[src/rtl/unified_mem_arbiter.sv]
// unified_mem_arbiter
// Lets the instruction-fetch port (I_*) and the data port (D_*) share one
// single-port synchronous SRAM (MEM_*). Only one transaction is in flight at
// a time. The data port normally has priority. If fetch loses STARVE_MAX
// arbitrations in a row, fetch wins the next one.
//
// Handshake (both ports): a requester raises REQ with its payload and holds
// both until it sees GNT high in the same cycle. GNT is combinational and is
// only offered in IDLE or RESP. After a grant the transaction runs
// CMD -> (WAIT x LAT-1) -> RESP. In RESP the owner sees a one-cycle RVALID
// with RDATA = MEM_DI. A requester may drop REQ before it sees GNT; this
// withdraws the request.
//
// Ports:
//   CLK, RSTn                        clock, synchronous active-low reset
//   I_REQ, I_ADDR                    fetch request, byte address
//   I_GNT, I_RVALID, I_RDATA         fetch grant, response pulse, data
//   D_REQ, D_WE, D_BE, D_ADDR,
//   D_WDATA                          data request and payload (word address)
//   D_GNT, D_RVALID, D_RDATA         data grant, response pulse, data
//   MEM_CSN, MEM_WEN, MEM_BE,
//   MEM_ADDR, MEM_DOUT, MEM_DI       SRAM macro interface (CSN/WEN active-low)
module unified_mem_arbiter #(
    parameter int LAT        = 1,
    parameter int STARVE_MAX = 4,
    parameter int AW         = 12
) (
    input  logic          CLK,
    input  logic          RSTn,
    input  logic          I_REQ,
    input  logic [11:0]   I_ADDR,
    output logic          I_GNT,
    output logic          I_RVALID,
    output logic [31:0]   I_RDATA,
    input  logic          D_REQ,
    input  logic          D_WE,
    input  logic [3:0]    D_BE,
    input  logic [AW-1:0] D_ADDR,
    input  logic [31:0]   D_WDATA,
    output logic          D_GNT,
    output logic          D_RVALID,
    output logic [31:0]   D_RDATA,
    output logic          MEM_CSN,
    output logic          MEM_WEN,
    output logic [3:0]    MEM_BE,
    output logic [AW-1:0] MEM_ADDR,
    output logic [31:0]   MEM_DOUT,
    input  logic [31:0]   MEM_DI
);

    localparam logic [1:0] S_IDLE = 2'd0;
    localparam logic [1:0] S_CMD  = 2'd1;
    localparam logic [1:0] S_WAIT = 2'd2;
    localparam logic [1:0] S_RESP = 2'd3;

    localparam logic [1:0] OWN_NONE = 2'd0;
    localparam logic [1:0] OWN_I    = 2'd1;
    localparam logic [1:0] OWN_D    = 2'd2;

    localparam int              LW       = $clog2(LAT + 1);
    localparam logic [LW-1:0]   LAT_LAST = LW'(LAT - 1);
    localparam int              CW       = $clog2(STARVE_MAX + 2);
    localparam logic [CW-1:0]   SMAX     = CW'(STARVE_MAX);
    localparam bit              STARVE_EN = (STARVE_MAX != 0);

    // FSM state, owner and counters. state is the observable FSM register.
    logic [1:0]    state;
    logic [1:0]    owner;
    logic [LW-1:0] lat_cnt;
    logic [CW-1:0] starve_cnt;

    logic          we_r;
    logic [3:0]    be_r;
    logic [AW-1:0] addr_r;
    logic [31:0]   dout_r;
    logic [31:0]   i_rdata_q;
    logic [31:0]   d_rdata_q;

    logic arb_en;
    logic starve_sat;
    logic starve_flag;
    logic d_pri;
    logic d_win;
    logic i_win;

    // The fetch port addresses bytes; the memory addresses words.
    logic unused_addr_lsb;
    assign unused_addr_lsb = ^I_ADDR[1:0];

    always_comb begin
        arb_en      = RSTn && (state == S_IDLE || state == S_RESP);
        // The counter never goes above SMAX, so equality is the same as >=.
        starve_sat  = (starve_cnt == SMAX);
        starve_flag = STARVE_EN && starve_sat;
        d_pri       = D_REQ && !starve_flag;
        d_win       = arb_en && (d_pri || (D_REQ && !I_REQ));
        i_win       = arb_en && !d_pri && I_REQ;
    end

    assign I_GNT    = i_win;
    assign D_GNT    = d_win;

    assign MEM_CSN  = (state != S_CMD);
    // we_r is 0 for fetches, so fetch commands are always reads.
    assign MEM_WEN  = (state == S_CMD) ? ~we_r : 1'b1;
    assign MEM_BE   = be_r;
    assign MEM_ADDR = addr_r;
    assign MEM_DOUT = dout_r;

    assign I_RVALID = (state == S_RESP) && (owner == OWN_I);
    assign D_RVALID = (state == S_RESP) && (owner == OWN_D);
    assign I_RDATA  = I_RVALID ? MEM_DI : i_rdata_q;
    assign D_RDATA  = D_RVALID ? MEM_DI : d_rdata_q;

    always_ff @(posedge CLK) begin
        if (!RSTn) begin
            state      <= S_IDLE;
            owner      <= OWN_NONE;
            lat_cnt    <= '0;
            starve_cnt <= '0;
            we_r       <= 1'b0;
            be_r       <= 4'b0000;
            addr_r     <= '0;
            dout_r     <= '0;
            i_rdata_q  <= '0;
            d_rdata_q  <= '0;
        end else begin
            // Count fetch losses. Any grant to fetch, or fetch going quiet,
            // resets the count.
            if (I_REQ && d_win) begin
                if (!starve_sat) starve_cnt <= starve_cnt + 1'b1;
            end else if (!I_REQ || i_win) begin
                starve_cnt <= '0;
            end

            // Keep the last response so that RDATA holds when it is not valid.
            if (I_RVALID) i_rdata_q <= MEM_DI;
            if (D_RVALID) d_rdata_q <= MEM_DI;

            case (state)
                S_IDLE, S_RESP: begin
                    if (d_win) begin
                        state  <= S_CMD;
                        owner  <= OWN_D;
                        we_r   <= D_WE;
                        be_r   <= D_BE;
                        addr_r <= D_ADDR;
                        dout_r <= D_WDATA;
                    end else if (i_win) begin
                        state  <= S_CMD;
                        owner  <= OWN_I;
                        we_r   <= 1'b0;
                        be_r   <= 4'b1111;
                        addr_r <= AW'(I_ADDR[11:2]);
                        dout_r <= '0;
                    end else begin
                        state  <= S_IDLE;
                        owner  <= OWN_NONE;
                    end
                end
                S_CMD: begin
                    if (LAT > 1) begin
                        state   <= S_WAIT;
                        lat_cnt <= LW'(1);
                    end else begin
                        state   <= S_RESP;
                    end
                end
                S_WAIT: begin
                    if (lat_cnt == LAT_LAST) state <= S_RESP;
                    else                     lat_cnt <= lat_cnt + 1'b1;
                end
                default: state <= S_IDLE;
            endcase
        end
    end

endmodule

[config.mk]
export PLATFORM = sky130hd
export DESIGN_NAME = unified_mem_arbiter
export DESIGN_NICKNAME = d
export VERILOG_FILES = /design/src/rtl/unified_mem_arbiter.sv
export SDC_FILE = /design/constraint.sdc
export NUM_CORES = 1
export LEC_CHECK = 0
export ABC_AREA = 1
export CORE_UTILIZATION = 26
export CTS_CLUSTER_DIAMETER = 40
export DETAILED_ROUTE_END_ITERATION = 8
export HOLD_SLACK_MARGIN = 0.15
export SYNTH_ARGS = -nofsm -noshare
export SYNTH_HDL_FRONTEND = slang
export SYNTH_SLANG_ARGS = --single-unit
[constraint.sdc]
create_clock -name CLK -period 1.8 [get_ports CLK]
set_input_delay 0.54 -clock CLK [delete_from_list [all_inputs] [get_ports CLK]]
set_output_delay 0.54 -clock CLK [all_outputs]
set_load 0.005 [all_outputs]
==> results.md, run 1 <==
- # fillers: 1,666
- DRT Pass-1 Iters: 4
- Dpl cells: 1,195
- Setup_tns: -35.66 ns
- Fin worst setup slack: -0.649 ns
- GR Overflow Total: 0
- CP Max Fanout: 7
- Hold buffer count at cts: 0
- CP Capture Type: primary output
- Final Cycle Share: 136%
- Buffers on Ports: 212
- CTS H-tree depth: 4
- Hpwl dp: 9400 um
- CP max stage delay: 0.36 ns
- Synth warnings: 0
- Hold endpoint: MEM_ADDR[8]$_SDFFE_PN0P_
- Number of global-route vias before repair: 5,218
- Hold path cells: 2
- Clock sinks: 120
- Critical Path AT: 1.91 ns
- Total power: 11,200 uW
- Peak supply drop: 0.000626 V
- Routed WL: 18,700 um
- Max stage delay cell, worst path: dfxtp_4
- Clk slew on worst S/H paths: 0.06 ns
- Largest family of logic cells by synthesized area: simple AND/OR/NAND/NOR gates
- Final setup fails: 89
- Final Wtd Congestion: 0.742
- CTS buffer count: 17
- CTS tree: done
- Total track usage: 16.7%
- CP Buf/Inv Count: 6
- Chip width: 141 um
- Worst-margin pin slew: 0.467 ns
- Max_cap viols: 0
- Worst EP required: 1.26 ns
- Hold crit path type: register to register
- Slew Limit Headroom: 68.8%
- Root Buffer: clkbuf_16
- Multi-input gate area: 2780 um^2
- Post-Syn Instances: 715
- Complex-gate fraction of the synthesized area: 10.1%
- Die Y: 141 um
- Setup Skew: 0.00505 ns
- Post-DR wirelength/cell: 14.3 um
- Area growth syn-to-layout: 106%
- Worst setup path category: register to primary output
- Initial antenna violation count: 0
- Final Net Count: 1,167
- Final slew viol count: 0
- Initial Utilization: 26.7%
- Sequential cell area: 2410 um^2
- Clock Tree Buf Depth: 2
- R2R depth: 12
- Clk Latency, worst-skew pair: 0.42 ns
- Core area: 18,800 um^2
- Routed Antenna Nets: 0
- Post-Synth Simple-Gate Area: 24.2%
- First-pass GRT wire length: 25,900 um
- Via count: 5,686
- Shortest period the worst path allows: 2.45 ns
- Fin util: 55.1%
- Num ports: 215
- Post-synthesis adder-cell area fraction: 0.999%
- Final Hold Viols: 0
- Mux cell area share after synthesis: 0%
- Synth unique cells: 19
- Synthesized Nets: 816
- Worst Min Path Start: MEM_ADDR[8]$_SDFFE_PN0P_
- Sequential fraction of the synthesis area: 48.0%
- Fmax: 408 MHz
- # rows: 50
- Outcome: complete, but fails checks
- Worst r2r src: state[0]$_SDFF_PN0_
- Largest net degree at the start of global routing: 68
- Layout Cells excl Fill: 1,313
- Mapped cell area: 5010 um^2
- Pwr Density: 1090 nW/um^2
- Top delay family on crit path: buffers and inverters
- Syn_area_per_cell: 7.01 um^2
- WHS: 0.448 ns
- Seq cells post-synth: 120
- XOR/XNOR Fraction of Synth Area: 0.175%
- Via density: 4.33
- Antenna diodes: 0
- # DRC: 0
- Critical Path Most Common Cell: buf_12
- Reg2reg setup slack: -0.08 ns
- Leak: 0.00541 uW
- Share of cells above drive strength 1: 39.3%
- 1st-iter DRT viols: 173
- CP Launch Type: register
- RSZ-0062 raised after global routing: yes
- CP Cell Sequence: ha_4 -> nand3_4 -> buf_12 -> buf_12 -> buf_16 -> buf_8 -> o21ai_4 -> inv_1 -> buf_2
- Failing checks: setup timing
- Total Die Area: 19,800 um^2
- Reg-to-reg endpoint: MEM_DOUT[14]$_SDFFE_PN0P_
## cells in the mapped netlist
library cell	n	area (um^2)
nand2_1	137	514
o21ai_4	1	16.3
inv_2	3	11.3
buf_6	5	56.3
buf_1	4	15.0
nand2_4	2	22.5
clkbuf_1	12	45.0
nor2_8	1	20.0
o21ai_0	70	350
nor2_1	74	278
buf_4	3	22.5
nand3_2	1	10.0
a21oi_1	28	140
buf_2	17	85.1
inv_1	159	597
xor2_1	1	8.76
dfxtp_1	120	2400
ha_1	4	50.1
nand3_1	73	365
## flip-flops by register name, summed over array words and instances, names as in the netlist
register    flops
MEM_BE          4
state           2
MEM_ADDR       12
starve_cnt      3
i_rdata_q      32
owner           2
d_rdata_q      32
we_r            1
MEM_DOUT       32
## worst max-delay path by stage
| stage | from | endpoint | slack [ns] | depth (start not counted) |
|---|---|---|---|---|
| global placement | RSTn | I_GNT | -0.70 | 6 |
| detailed placement | RSTn | I_GNT | -0.70 | 6 |
| floorplan | state[1]$_SDFF_PN0_ | D_GNT | 0.05 | 7 |
| CTS | state[1]$_SDFF_PN0_ | D_RDATA[10] | -0.77 | 7 |
| global route | state[0]$_SDFF_PN0_ | D_RDATA[25] | -0.73 | 9 |
| finish | state[0]$_SDFF_PN0_ | D_RDATA[25] | -0.65 | 9 |
## through the flow
step           setup WS, ns  cell area (um^2)
2_1_floorplan        0.0493              5010
3_3_place_gp         -0.699              7820
3_5_place_dp         -0.702              7820
4_1_cts              -0.773              9190
5_1_grt              -0.727             10300
6_report             -0.649             10300
## power breakdown
group	total [uW]	internal (uW)	switching (uW)
Clock	3920	2600	1320
Sequential	3290	3080	208
Combinational	4010	2150	1860
Total	11200	7840	3380
## layout by cell type (no fill, tap or decap), types with 2 or more instances in the layout
cell type,netlist,routed
nand2_1,137,89
inv_4,0,2
buf_6,5,32
a21oi_2,0,9
clkbuf_16,0,25
clkbuf_2,0,28
nand2_2,0,26
ha_4,0,2
dlymetal6s2s_1,0,4
inv_2,3,18
clkdlybuf4s15_1,0,2
dlygate4sd2_1,0,45
o21ai_4,1,53
nand3_4,0,3
buf_16,0,4
buf_4,3,103
inv_1,159,141
a21oi_1,28,19
clkinv_4,0,6
clkinvlp_4,0,3
nand2_4,2,24
ha_1,4,2
o21ai_0,70,6
nand3_1,73,62
buf_2,17,31
bufinv_16,0,6
nand3_2,1,9
buf_12,0,16
buf_8,0,5
dfxtp_2,0,2
clkdlybuf4s50_1,0,94
nor2_1,74,73
o21ai_2,0,12
dfxtp_1,120,117
## metal layers
layer,track usage (%),vias to the layer above,wire [um]
li1,-,2862,-
met1,20.4,2640,7940
met2,27.5,160,9350
met3,5.43,24,1110
met4,6.18,0,310
met5,0,-,0
## repair_timing
| action | CTS | global route |
|---|---|---|
| pin swaps | 24 | 52 |
| endpoints found under the setup margin | 115 | 80 |
| gates resized for setup | 336 | 290 |
| setup buffers | 36 | 35 |
| cloned | 6 | 12 |
## area by class of cell
class	count	area share, %
timing repair buffer	373	34.5
multi-input combinational	392	26.8
sequential	120	23.3
inverter	162	5.98
clock buffer	17	4.11
tap	234	2.83
clock inverter	15	2.43
## tightest hold or removal path: cells and delay by family, from the launching register on
| kind | cells | cell delay, ns |
|---|---|---|
| DFF | 1 | 0.31 |
| and+or+nand+nor | 2 | 0.10 |
## cells by family (layout without fill, tap and decap cells)
| family | Yosys count | after routing |
|---|---|---|
| adder cells (fa/ha/maj) | 4 | 4 |
| AO/OA/AOI/OAI | 99 | 99 |
| XOR/XNOR | 1 | 1 |
| AND/OR/NAND/NOR | 288 | 288 |
| flip-flops | 120 | 120 |
| buffers and inverters | 203 | 567 |
Power figures use the tool's default switching activity.
==> run 2: changes to the inputs <==
--- a/config.mk
+++ b/config.mk
@@ -8,6 +8,7 @@
 export ABC_AREA = 1
 export CORE_UTILIZATION = 26
 export CTS_CLUSTER_DIAMETER = 40
+export CTS_CLUSTER_SIZE = 14
 export DETAILED_ROUTE_END_ITERATION = 8
 export HOLD_SLACK_MARGIN = 0.15
 export SYNTH_ARGS = -nofsm -noshare
==> results of run 2 <==
The final DEF is identical to that of run 1; final timing and power are the same.
